===== src/rtl/pc_seq_pkg.sv =====
// Shared definitions for the pc_sequencer fetch/execute controller:
// state encoding, opcode map and opcode class helpers.
package pc_seq_pkg;

    typedef enum logic [2:0] {
        S_FETCH    = 3'd0,
        S_DECODE   = 3'd1,
        S_EXEC     = 3'd2,
        S_MUL_WAIT = 3'd3,
        S_MEM_WAIT = 3'd4,
        S_WB       = 3'd5,
        S_HALT     = 3'd6
    } state_t;

    localparam logic [3:0] OP_ADD   = 4'd0;
    localparam logic [3:0] OP_SUB   = 4'd1;
    localparam logic [3:0] OP_AND   = 4'd2;
    localparam logic [3:0] OP_MUL   = 4'd3;
    localparam logic [3:0] OP_OR    = 4'd4;
    localparam logic [3:0] OP_XOR   = 4'd5;
    localparam logic [3:0] OP_SLT   = 4'd6;
    localparam logic [3:0] OP_ADDI  = 4'd7;
    localparam logic [3:0] OP_ANDI  = 4'd8;
    localparam logic [3:0] OP_ORI   = 4'd9;
    localparam logic [3:0] OP_LOAD  = 4'd10;
    localparam logic [3:0] OP_STORE = 4'd11;
    localparam logic [3:0] OP_JMP   = 4'd12;
    localparam logic [3:0] OP_BEQ   = 4'd13;
    localparam logic [3:0] OP_BNE   = 4'd14;
    localparam logic [3:0] OP_HALT  = 4'd15;

    // ALU / immediate instructions: the ones that finish through WB
    function automatic logic is_rtype(input logic [3:0] op);
        return (op <= OP_ORI) && (op != OP_MUL);
    endfunction

    function automatic logic is_mem(input logic [3:0] op);
        return (op == OP_LOAD) || (op == OP_STORE);
    endfunction

    function automatic logic is_jump(input logic [3:0] op);
        return (op == OP_JMP) || (op == OP_BEQ) || (op == OP_BNE);
    endfunction

endpackage


===== src/rtl/pc_next_calc.sv =====
// Next-PC arithmetic: PC+1 or PC+sign-extended offset, truncated to PC_W,
// plus the check that the result still lies inside the program.
module pc_next_calc #(
    parameter int PC_W     = 8,
    parameter int PROG_LEN = 16
) (
    input  logic [PC_W-1:0] pc,
    input  logic [8:0]      address,
    input  logic            take_jump,
    output logic [PC_W-1:0] pc_next,
    output logic            out_of_range
);

    logic [PC_W-1:0] increment;

    // The cast sign-extends or truncates the 9-bit offset to PC_W bits
    assign increment    = take_jump ? PC_W'($signed(address)) : PC_W'(1);
    assign pc_next      = pc + increment;
    assign out_of_range = (32'(pc_next) >= 32'(PROG_LEN));

endmodule


===== src/rtl/pc_sequencer.sv =====
// Multi-cycle fetch/execute sequencer owning the program counter.
// Optional SINGLE_STEP_EN adds a step input that gates FETCH on its rising edge.
module pc_sequencer
    import pc_seq_pkg::*;
#(
    parameter int PC_W        = 8,
    parameter int PROG_LEN    = 16,
    parameter int MUL_CYCLES  = 4,
    parameter int MEM_TIMEOUT = 15
) (
    input  logic            clk,
    input  logic            rst,
    input  logic [3:0]      opcode,
    input  logic [8:0]      address,
    input  logic            zero,
    input  logic            mem_ready,
`ifdef SINGLE_STEP_EN
    input  logic            step,
`endif
    output logic [PC_W-1:0] PC,
    output logic            ir_load,
    output logic            reg_we,
    output logic            hilo_we,
    output logic            mem_re,
    output logic            mem_we,
    output logic            halted,
    output logic            fault
);

    state_t          state;
    logic [3:0]      mul_cnt;
    logic [7:0]      mem_cnt;
    logic            mem_is_load;
    logic            advance;
    logic            branch_taken;
    logic            take_jump;
    logic [PC_W-1:0] pc_new;
    logic            pc_bad;

`ifdef SINGLE_STEP_EN
    logic step_q;

    always_ff @(posedge clk or posedge rst) begin
        if (rst) begin
            step_q <= 1'b0;
        end else begin
            step_q <= step;
        end
    end

    assign advance = step & ~step_q;
`else
    assign advance = 1'b1;
`endif

    assign branch_taken = (opcode == OP_JMP) ||
                          ((opcode == OP_BEQ) && zero) ||
                          ((opcode == OP_BNE) && !zero);
    // Only EXEC ever commits a jump target; every other PC update is PC+1
    assign take_jump = (state == S_EXEC) && branch_taken;

    pc_next_calc #(
        .PC_W     (PC_W),
        .PROG_LEN (PROG_LEN)
    ) u_pc_next_calc (
        .pc           (PC),
        .address      (address),
        .take_jump    (take_jump),
        .pc_next      (pc_new),
        .out_of_range (pc_bad)
    );

    always_ff @(posedge clk or posedge rst) begin
        if (rst) begin
            state       <= S_FETCH;
            PC          <= '0;
            mul_cnt     <= '0;
            mem_cnt     <= '0;
            mem_is_load <= 1'b0;
            ir_load     <= 1'b0;
            reg_we      <= 1'b0;
            hilo_we     <= 1'b0;
            mem_re      <= 1'b0;
            mem_we      <= 1'b0;
            halted      <= 1'b0;
            fault       <= 1'b0;
        end else begin
            // Pulse-type outputs are asserted only by the transition that needs them
            ir_load <= 1'b0;
            reg_we  <= 1'b0;
            hilo_we <= 1'b0;
            mem_re  <= 1'b0;
            mem_we  <= 1'b0;

            case (state)
                S_FETCH: begin
                    if (advance) begin
                        state   <= S_DECODE;
                        ir_load <= 1'b1;
                    end
                end

                S_DECODE: begin
                    if (opcode == OP_HALT) begin
                        state  <= S_HALT;
                        halted <= 1'b1;
                    end else begin
                        state <= S_EXEC;
                    end
                end

                S_EXEC: begin
                    if (is_jump(opcode)) begin
                        if (pc_bad) begin
                            fault  <= 1'b1;
                            halted <= 1'b1;
                            state  <= S_HALT;
                        end else begin
                            PC    <= pc_new;
                            state <= S_FETCH;
                        end
                    end else if (opcode == OP_MUL) begin
                        mul_cnt <= 4'(MUL_CYCLES - 1);
                        hilo_we <= (MUL_CYCLES == 1);
                        state   <= S_MUL_WAIT;
                    end else if (is_mem(opcode)) begin
                        mem_cnt     <= '0;
                        mem_is_load <= (opcode == OP_LOAD);
                        mem_re      <= (opcode == OP_LOAD);
                        mem_we      <= (opcode == OP_STORE);
                        state       <= S_MEM_WAIT;
                    end else begin
                        reg_we <= 1'b1;
                        state  <= S_WB;
                    end
                end

                S_MUL_WAIT: begin
                    if (mul_cnt == 4'd0) begin
                        if (pc_bad) begin
                            fault  <= 1'b1;
                            halted <= 1'b1;
                            state  <= S_HALT;
                        end else begin
                            PC    <= pc_new;
                            state <= S_FETCH;
                        end
                    end else begin
                        mul_cnt <= mul_cnt - 4'd1;
                        hilo_we <= (mul_cnt == 4'd1);
                    end
                end

                S_MEM_WAIT: begin
                    if (mem_ready) begin
                        if (mem_is_load) begin
                            reg_we <= 1'b1;
                            state  <= S_WB;
                        end else if (pc_bad) begin
                            fault  <= 1'b1;
                            halted <= 1'b1;
                            state  <= S_HALT;
                        end else begin
                            PC    <= pc_new;
                            state <= S_FETCH;
                        end
                    end else if (mem_cnt == 8'(MEM_TIMEOUT - 1)) begin
                        fault  <= 1'b1;
                        halted <= 1'b1;
                        state  <= S_HALT;
                    end else begin
                        mem_cnt <= mem_cnt + 8'd1;
                        mem_re  <= mem_is_load;
                        mem_we  <= !mem_is_load;
                    end
                end

                S_WB: begin
                    if (pc_bad) begin
                        fault  <= 1'b1;
                        halted <= 1'b1;
                        state  <= S_HALT;
                    end else begin
                        PC    <= pc_new;
                        state <= S_FETCH;
                    end
                end

                S_HALT: begin
                    halted <= 1'b1;
                end

                default: begin
                    state <= S_HALT;
                end
            endcase
        end
    end

endmodule


===== config.mk =====
export PLATFORM = sky130hd
export DESIGN_NAME = pc_sequencer
export DESIGN_NICKNAME = d
export VERILOG_FILES = /design/src/rtl/pc_seq_pkg.sv /design/src/rtl/pc_next_calc.sv /design/src/rtl/pc_sequencer.sv
export SDC_FILE = /design/constraint.sdc
export NUM_CORES = 1
export LEC_CHECK = 0
export ABC_AREA = 0
export BUFFER_PORTS_ARGS = -buffer_cell sky130_fd_sc_hd__buf_2
export CORE_ASPECT_RATIO = 0.8
export CORE_UTILIZATION = 50
export CTS_CLUSTER_DIAMETER = 40
export DETAILED_ROUTE_END_ITERATION = 6
export PLACE_DENSITY = 0.85
export REMOVE_ABC_BUFFERS = 1
export SYNTH_ARGS = -nofsm -noshare
export SYNTH_HDL_FRONTEND = slang
export SYNTH_SLANG_ARGS = --single-unit

===== constraint.sdc =====
create_clock -name clk -period 3.3 [get_ports clk]
set_input_delay 0.66 -clock clk [delete_from_list [all_inputs] [get_ports clk]]
set_output_delay 0.66 -clock clk [all_outputs]
set_load 0.005 [all_outputs]

==> results_dict.tcl, run 1 <==
set metrics [dict create \
    path_class "reg -> reg" \
    internal_power_uw 1010 \
    clk_path_buf_depth 2 \
    cts.clk_slew.worst_paths_ns 0.07 \
    r2r_cells 12 \
    synth_edf_count 0 \
    start_util 0.542 \
    placed_area_um2 2190 \
    pin_count 32 \
    maxSlewHeadroom 0.585 \
    finalCritPeriodShare 0.956 \
    synth_cell_types 50 \
    drv_slew 0 \
    pwr-share-clk 0.205 \
    numPortBuffers 30 \
    cts-htree-levels 2 \
    skew_ns 0.00825 \
    instances_no_fill 291 \
    utilization 0.658 \
    fmax_mhz 317 \
    min_path_type "in -> async" \
    hold_buffers 0 \
    violations "DRC" \
    p_comb_frac 0.462 \
    outcome "complete, but fails checks" \
    vias 1635 \
    first_pass_iters 6 \
    wl_per_cell_um 14.2 \
    yosys_most_used_dff "dfrtp_1" \
    syn_inst 200 \
    antennaDiodeCount 0 \
    dp_cells 279 \
    numCtsBuffers 5 \
    cp_data_arrival_time_ns 3.34 \
    ys_ff_latch 31 \
    cts.sinks 31 \
    area_growth_pct 21.4 \
    worstMarginPinSlew_ns 0.622 \
    layout.cells.most_common "dfrtp_1" \
    rrSetupSlack_ns 0.15 \
    antenna_found_initial 0 \
    core_um2 3540 \
    cts_root_buffer "clkbuf_8" \
    critPathCaptureType "flop" \
    grt_overflow 0 \
    layout.nets 278 \
    grt_start_max_net_pins 32 \
    start_kind "flop" \
    ys_warn_count 0 \
    grt_pass1_wl_mm 6.91 \
    die-area_um2 4090 \
    gp_congestion 0.876 \
    crit_fanout 8 \
    grt_pass1_vias 1518 \
    p_sw_uw 624 \
    drive_above_1_share 0.265 \
    finalHoldViolCount 0 \
    yosysSeqAreaShare 0.404 \
    drt_iter0_markers 128 \
    synth_area_um2 1920 \
    vdd_ir_drop_max_v 0.000521 \
    worstReg2RegStart "state[0]" \
    p_leak_uw 0.00118 \
    crit_required_ns 3.49 \
    maxCapViolations 0 \
    via_per_inst 5.62 \
    final_cell_mix "31 x dfrtp_1, 30 x buf_2, 18 x nand2_1" \
    timing.rr.end "PC[3]" \
    total_power_uw 1640 \
    route.detailed.drc 3 \
    p_seq_frac 0.334 \
    setup_viol 0 \
    die_x_um 71.3 \
    synth_area_per_cell_um2 9.60 \
    p_sw_frac 0.381 \
    ant_nets 0 \
    insertion_delay_ns 0.30 \
    power_density_nw_per_um2 702 \
    drt_wl_total_mm 4.14 \
    postLayoutCellArea_um2 2330 \
    cts_tree "done" \
    synthArstFlopShare 1.00 \
    setup_tns_ns 0 \
    fin_crit_ns 3.15 \
    rows 19 \
    hpwlAfterDp_mm 2.95 \
    die_h_um 57.4 \
    track_usage 0.227 \
]
[metrics by stage]
step	setup slack (ns)	hold slack, ns
after floorplan	-0.234	0.458
after global placement	0.00922	0.471
after global routing	-0.0311	0.457
after detailed placement	-0.0463	0.473
final	0.146	0.426
after CTS	0.119	0.444
[worst max-delay path, cell delays in order (launching register included)]
cell and delay (ns):
dfrtp_1 0.39, or3b_4 0.44, a2111oi_4 0.33, nand2_1 0.17, inv_1 0.08, ha_1 0.23, a21oi_1 0.24, o21ai_1 0.15
xor2_1 0.16, nor3_1 0.19, buf_4 0.15, o2111ai_4 0.17, mux2_4 0.34
[cell usage after synthesis (all sizes together) (7+ instances only)]
cell type,n,area [um^2]
dfrtp,31,776
nand2,18,67.6
nor2,16,60.1
ha,12,150
inv,11,41.3
and2,10,62.6
a21oi,9,45.0
nand3,9,45.0
xor2,9,78.8
nor3,7,35.0
o21ai,7,35.0
[worst max-delay path by stage]
| stage | from | endpoint | slack [ns] | cells past startpoint |
|---|---|---|---|---|
| after floorplan | state[1] | PC[0] | -0.23 | 11 |
| after global placement | opcode[0] | PC[2] | 0.009 | 14 |
| after detailed placement | opcode[0] | PC[0] | -0.05 | 14 |
| after CTS | state[0] | PC[0] | 0.12 | 13 |
| after global routing | state[0] | PC[3] | -0.03 | 12 |
| final | state[0] | PC[3] | 0.15 | 12 |
[cells by family after synthesis]
family | synth area share
flip-flops | 0.404
AND/OR/NAND/NOR | 0.222
multiplexers | 0.0339
adder cells (fa/ha/maj) | 0.0886
XOR/XNOR | 0.0678
buffers and inverters | 0.0319
AO/OA/AOI/OAI | 0.152
[power by group through the flow]
stage          clock, uW  sequential (uW)  combinational [uW]
5_1_grt              365              559                 841
3_3_place_gp           0              546                 687
2_1_floorplan          0              587                 438
6_report             335              547                 756
4_1_cts              337              546                 709
3_5_place_dp           0              552                 706
[per-layer routing]
layer  up-vias  wire length, um  track usage  share of wire
met4         0               49       0.0829          0.012
met1       759             1910        0.299           0.46
met2        63             1860        0.341           0.45
met5         -                0            0              0
li1        807                -            -              -
met3         6              317       0.0866          0.077
[what timing repair did]
| item | CTS | global route |
|---|---|---|
| endpoints found under the setup margin | 1 | 3 |
| buffers inserted | 0 | 4 |
| pin swaps | 1 | 1 |
| cloned | 0 | 0 |
| resized for setup | 0 | 4 |
[registers in the layout, indices dropped and copies added, names as in the netlist]
register / flops
reg_we: 1
mem_cnt: 8
fault: 1
mem_we: 1
PC: 8
state: 3
mul_cnt: 4
hilo_we: 1
mem_is_load: 1
ir_load: 1
halted: 1
mem_re: 1
[cell type report]
cell class              instances  area (um^2)
clock buffers                   8          100
multi-input cells             153         1090
fillers                       282         1210
well taps                      42         52.6
flip-flops and latches         31          776
inverters                      11         41.3
repair buffers                 46          270
No activity file was read; power rests on OpenSTA's default activity.
==> run 2, diff against run 1 <==
- BUFFER_PORTS_ARGS: -buffer_cell sky130_fd_sc_hd__buf_2 -> default
- CORE_UTILIZATION: 50 -> 57
- DONT_BUFFER_PORTS: default -> 1
==> results_dict.tcl, run 2 (same netlist as run 1, synthesis figures left out) <==
set metrics [dict create \
    crit_family "compound AO/OA/AOI/OAI gates" \
    track_usage 0.268 \
    die_x_um 66.9 \
    maxSlewHeadroom 0.578 \
    p_leak_uw 0.00105 \
    worstMarginPinSlew_ns 0.632 \
    cp_slowest_cell "or3b_4" \
    final_cell_mix "31 x dfrtp_1, 18 x nand2_1, 15 x nor2_1" \
    holdWs_ns 0.329 \
    total_power_uw 1610 \
    p_seq_frac 0.350 \
    outcome "complete, but fails checks" \
    maxCapViolations 0 \
    skew_ns 0.00787 \
    numCtsBuffers 5 \
    cts.sinks 31 \
    die-area_um2 3610 \
    gp_congestion 0.849 \
    grt_start_max_net_pins 32 \
    seq_area_um2 776 \
    numPortBuffers 0 \
    cts_tree "done" \
    wl_per_cell_um 17.6 \
    finalCritPeriodShare 1.01 \
    area_growth_pct 15.8 \
    crit_required_ns 3.48 \
    internal_power_uw 972 \
    crit_top_cell "buf_4" \
    drt_wl_total_mm 4.53 \
    fmax_mhz 299 \
    fin_crit_ns 3.34 \
    grt_pass1_wl_mm 6.77 \
    first_pass_iters 4 \
    rows 18 \
    core_um2 3150 \
    multi_input_area_um2 1140 \
    grt_pass1_vias 1470 \
    layout.cells.most_common "dfrtp_1" \
    ant_nets 0 \
    vdd_ir_drop_max_v 0.000603 \
    cts.clk_slew.worst_paths_ns 0.07 \
    p_sw_frac 0.397 \
    setup_viol 7 \
    vias 1619 \
    via_per_inst 6.30 \
    rsz0062_at_grt "yes" \
    setup_tns_ns -0.177 \
    power_density_nw_per_um2 725 \
    pin_count 32 \
    drive_above_1_share 0.198 \
    drv_slew 0 \
    die_h_um 53.9 \
    cp_data_arrival_time_ns 3.52 \
    min_path_type "in -> async" \
    finalHoldViolCount 0 \
    path_cells "or3b_4 -> a2111oi_4 -> buf_4 -> and2_1 -> ha_4 -> a21o_1 -> a21oi_2 -> o21ai_2 -> xor2_1 -> nor3_1 -> buf_4 -> o2111ai_4 -> mux2_4" \
    hpwlAfterDp_mm 3.04 \
    grt_overflow 0 \
    cts_root_buffer "clkbuf_8" \
    cts-htree-levels 2 \
    top_regs "PC (8), mem_cnt (8), mul_cnt (4)" \
    clk_path_buf_depth 2 \
    hold_buffers 0 \
    drt_iter0_markers 121 \
    start_util 0.609 \
    start_kind "flop" \
    path_class "reg -> reg" \
    p_sw_uw 640 \
    fillers 229 \
    route.detailed.drc 0 \
    dp_slack_ns -0.00342 \
    slowest_delay_ns 0.43 \
    antennaDiodeCount 0 \
    violations "setup timing" \
    p_comb_frac 0.457 \
    insertion_delay_ns 0.29 \
    critPathCaptureType "flop" \
    antenna_found_initial 0 \
    pwr-share-clk 0.193 \
    layout.nets 247 \
    crit_fanout 5 \
    crit_buf_inv 2 \
    setup_ws_ns -0.0448 \
]
==> run 2: cell types whose count changed in the layout (fill, tap and decap cells not counted), sizes merged <==
cell    previous run  this run
clkbuf             8         6
buf               46        15
clkinv             0         1
==> run 2: repair_timing <==
| action | 4_1_cts | 5_1_grt |
|---|---|---|
| gates resized for setup | 0 | 12 |
| pin swaps | 1 | 10 |
| endpoints found under the setup margin | 3 | 6 |
| buffers inserted | 0 | 6 |
==> run 2: final timing paths <==
kind	startpoint	end	cells after the start	slack (ns)
max in group asynchronous	rst	state[2]	2	2.45
max reg2reg	state[2]	PC[3]	13	-0.04
min reg2reg	halted	halted	1	0.50
min in group clk	opcode[0]	mem_re	1	0.48
min	rst	PC[1]	1	0.33
max	state[2]	PC[3]	13	-0.04
==> run 2: final cells by class <==
cell class	instances	area share
Multi-Input combinational cell	153	0.511
Sequential cell	31	0.349
Timing Repair Buffer	15	0.0596
Clock buffer	6	0.0371
Tap cell	40	0.0225
Inverter	11	0.0186
Clock inverter	1	0.00225
==> run 2: power by group through the flow <==
stage / Sequential (uW) / Combinational (uW) / Clock [uW]
detailed placement: 567 / 642 / 0
global route: 575 / 813 / 326
floorplan: 587 / 438 / 0
global placement: 557 / 602 / 0
finish: 564 / 737 / 311
CTS: 560 / 645 / 310
==> run 2: per-stage QoR <==
stage                     area [um^2]  utilization  instances
after floorplan                  1900            -        195
after global placement           2010        0.638        243
after detailed placement         2010        0.638        243
after CTS                        2100        0.665        250
after global routing             2220        0.706        257
final                            2220        0.706        257
==> run 2: routing by layer <==
metal	wire (um)	up-vias	global-route usage
met4	82	0	0.0993
met5	0	-	0
met1	1900	804	0.331
met2	2210	63	0.443
met3	335	7	0.0847
li1	-	745	-
==> run 3, diff against run 2 <==
- SETUP_SLACK_MARGIN: default -> 0.02
==> results_dict.tcl, run 3 (same netlist as run 1, synthesis figures left out) <==
set metrics [dict create \
    die-area_um2 3610 \
    die_h_um 53.9 \
    layout.cells.most_common "dfrtp_1" \
    start_util 0.609 \
    cts-htree-levels 2 \
    fmax_mhz 299 \
    via_per_inst 6.30 \
    cts.sinks 31 \
    power_density_nw_per_um2 724 \
    drv_slew 0 \
    instances_no_fill 257 \
    holdWs_ns 0.330 \
    grt_pass1_wl_mm 6.77 \
    insertion_delay_ns 0.29 \
    setup_tns_ns -0.157 \
    path_class "reg -> reg" \
    antenna_found_initial 0 \
    wl_per_cell_um 17.6 \
    setup_ws_ns -0.0418 \
    grt_start_max_net_pins 32 \
    top_regs "PC (8), mem_cnt (8), mul_cnt (4)" \
    grt_pass1_vias 1470 \
    cts.clk_slew.worst_paths_ns 0.07 \
    fillers 229 \
    area_growth_pct 15.8 \
    min_path_type "in -> async" \
    vias 1620 \
    met3_usage 0.0847 \
    fin_crit_ns 3.34 \
    ant_nets 0 \
    crit_required_ns 3.47 \
    hold_buffers 0 \
    clk_path_buf_depth 2 \
    numPortBuffers 0 \
    grt_overflow 0 \
    start_kind "flop" \
    first_pass_iters 4 \
    track_usage 0.268 \
    outcome "complete, but fails checks" \
    maxSlewHeadroom 0.578 \
    grt_use_met1 0.331 \
    numCtsBuffers 5 \
    cts_tree "done" \
    rows 18 \
    die_x_um 66.9 \
    maxCapViolations 0 \
    finalHoldViolCount 0 \
    crit_fanout 5 \
    dp_cells 243 \
    utilization 0.706 \
    gp_congestion 0.849 \
    route.detailed.drc 0 \
    final_cell_mix "31 x dfrtp_1, 18 x nand2_1, 15 x nor2_1" \
    hpwlAfterDp_mm 3.04 \
    core_um2 3150 \
    antennaDiodeCount 0 \
    cp_data_arrival_time_ns 3.52 \
    met2_usage 0.443 \
    drive_above_1_share 0.198 \
    worstMarginPinSlew_ns 0.632 \
    pin_count 32 \
    drt_wl_total_mm 4.52 \
    vdd_ir_drop_max_v 0.000601 \
    violations "setup timing" \
    cts_root_buffer "clkbuf_8" \
    layout.nets 247 \
    drt_iter0_markers 125 \
    top_usage_layer "met2" \
    rsz0062_at_grt "yes" \
    finalCritPeriodShare 1.01 \
    p_leak_uw 0.00105 \
    setup_viol 6 \
    critPathCaptureType "flop" \
    skew_ns 0.00713 \
]
## run 3: cell counts in the layout (fill, tap and decap cells not counted)
No cell type changed its count.
## run 3: layer usage
metal | wire (um) | part of all wire
met1 | 1890 | 0.42
met2 | 2210 | 0.49
met3 | 335 | 0.074
met5 | 0 | 0
met4 | 82 | 0.018
## run 3: final timing paths
kind	start	end	slack (ns)	cells past startpoint
worst max-delay path	state[2]	PC[3]	-0.04	13
worst min-delay path	rst	PC[1]	0.33	1
worst max register to register	state[2]	PC[3]	-0.04	13
worst min register to register	halted	halted	0.50	1
max in group asynchronous	rst	state[2]	2.45	2
min in group clk	opcode[0]	mem_re	0.48	1
## run 3: worst max-delay path, stage by stage, from the launching register on
cell and delay (ns):
dfrtp_1 0.41, or3b_4 0.43, a2111oi_4 0.40, buf_4 0.18, and2_1 0.15, ha_4 0.21, a21o_1 0.17, a21oi_2 0.14
o21ai_2 0.09, xor2_1 0.17, nor3_1 0.18, buf_4 0.17, o2111ai_4 0.17, mux2_4 0.35
## run 3: layout make-up
cell class | instances | area, um^2 | area share
multi-input combinational | 153 | 1140 | 0.511
sequential | 31 | 776 | 0.349
clock buffer | 6 | 82.6 | 0.0371
inverter | 11 | 41.3 | 0.0186
clock inverter | 1 | 5.00 | 0.00225
tap | 40 | 50.0 | 0.0225
timing repair buffer | 15 | 133 | 0.0596
## run 3: metrics by stage
| step | total power (uW) | instance area (um^2) | worst slack, ns |
|---|---|---|---|
| 2_1_floorplan | 1020 | 1900 | -0.234 |
| 3_3_place_gp | 1160 | 2010 | 0.0707 |
| 3_5_place_dp | 1210 | 2010 | -0.00342 |
| 4_1_cts | 1510 | 2100 | 0.0756 |
| 5_1_grt | 1710 | 2220 | -0.0983 |
| 6_report | 1610 | 2220 | -0.0418 |
## run 3: where the power goes
| group | leakage (uW) | internal (uW) | switching [uW] | total, uW |
|---|---|---|---|---|
| combinational | 0.000606 | 333 | 404 | 737 |
| clock | 0.0000470 | 163 | 147 | 310 |
| sequential | 0.000395 | 475 | 88.8 | 564 |
| total | 0.00105 | 972 | 639 | 1610 |
## run 3: timing repair
item | CTS | global route
resized for setup | 0 | 12
endpoints found under the setup margin | 3 | 9
pin swaps | 1 | 10
setup buffers | 0 | 6
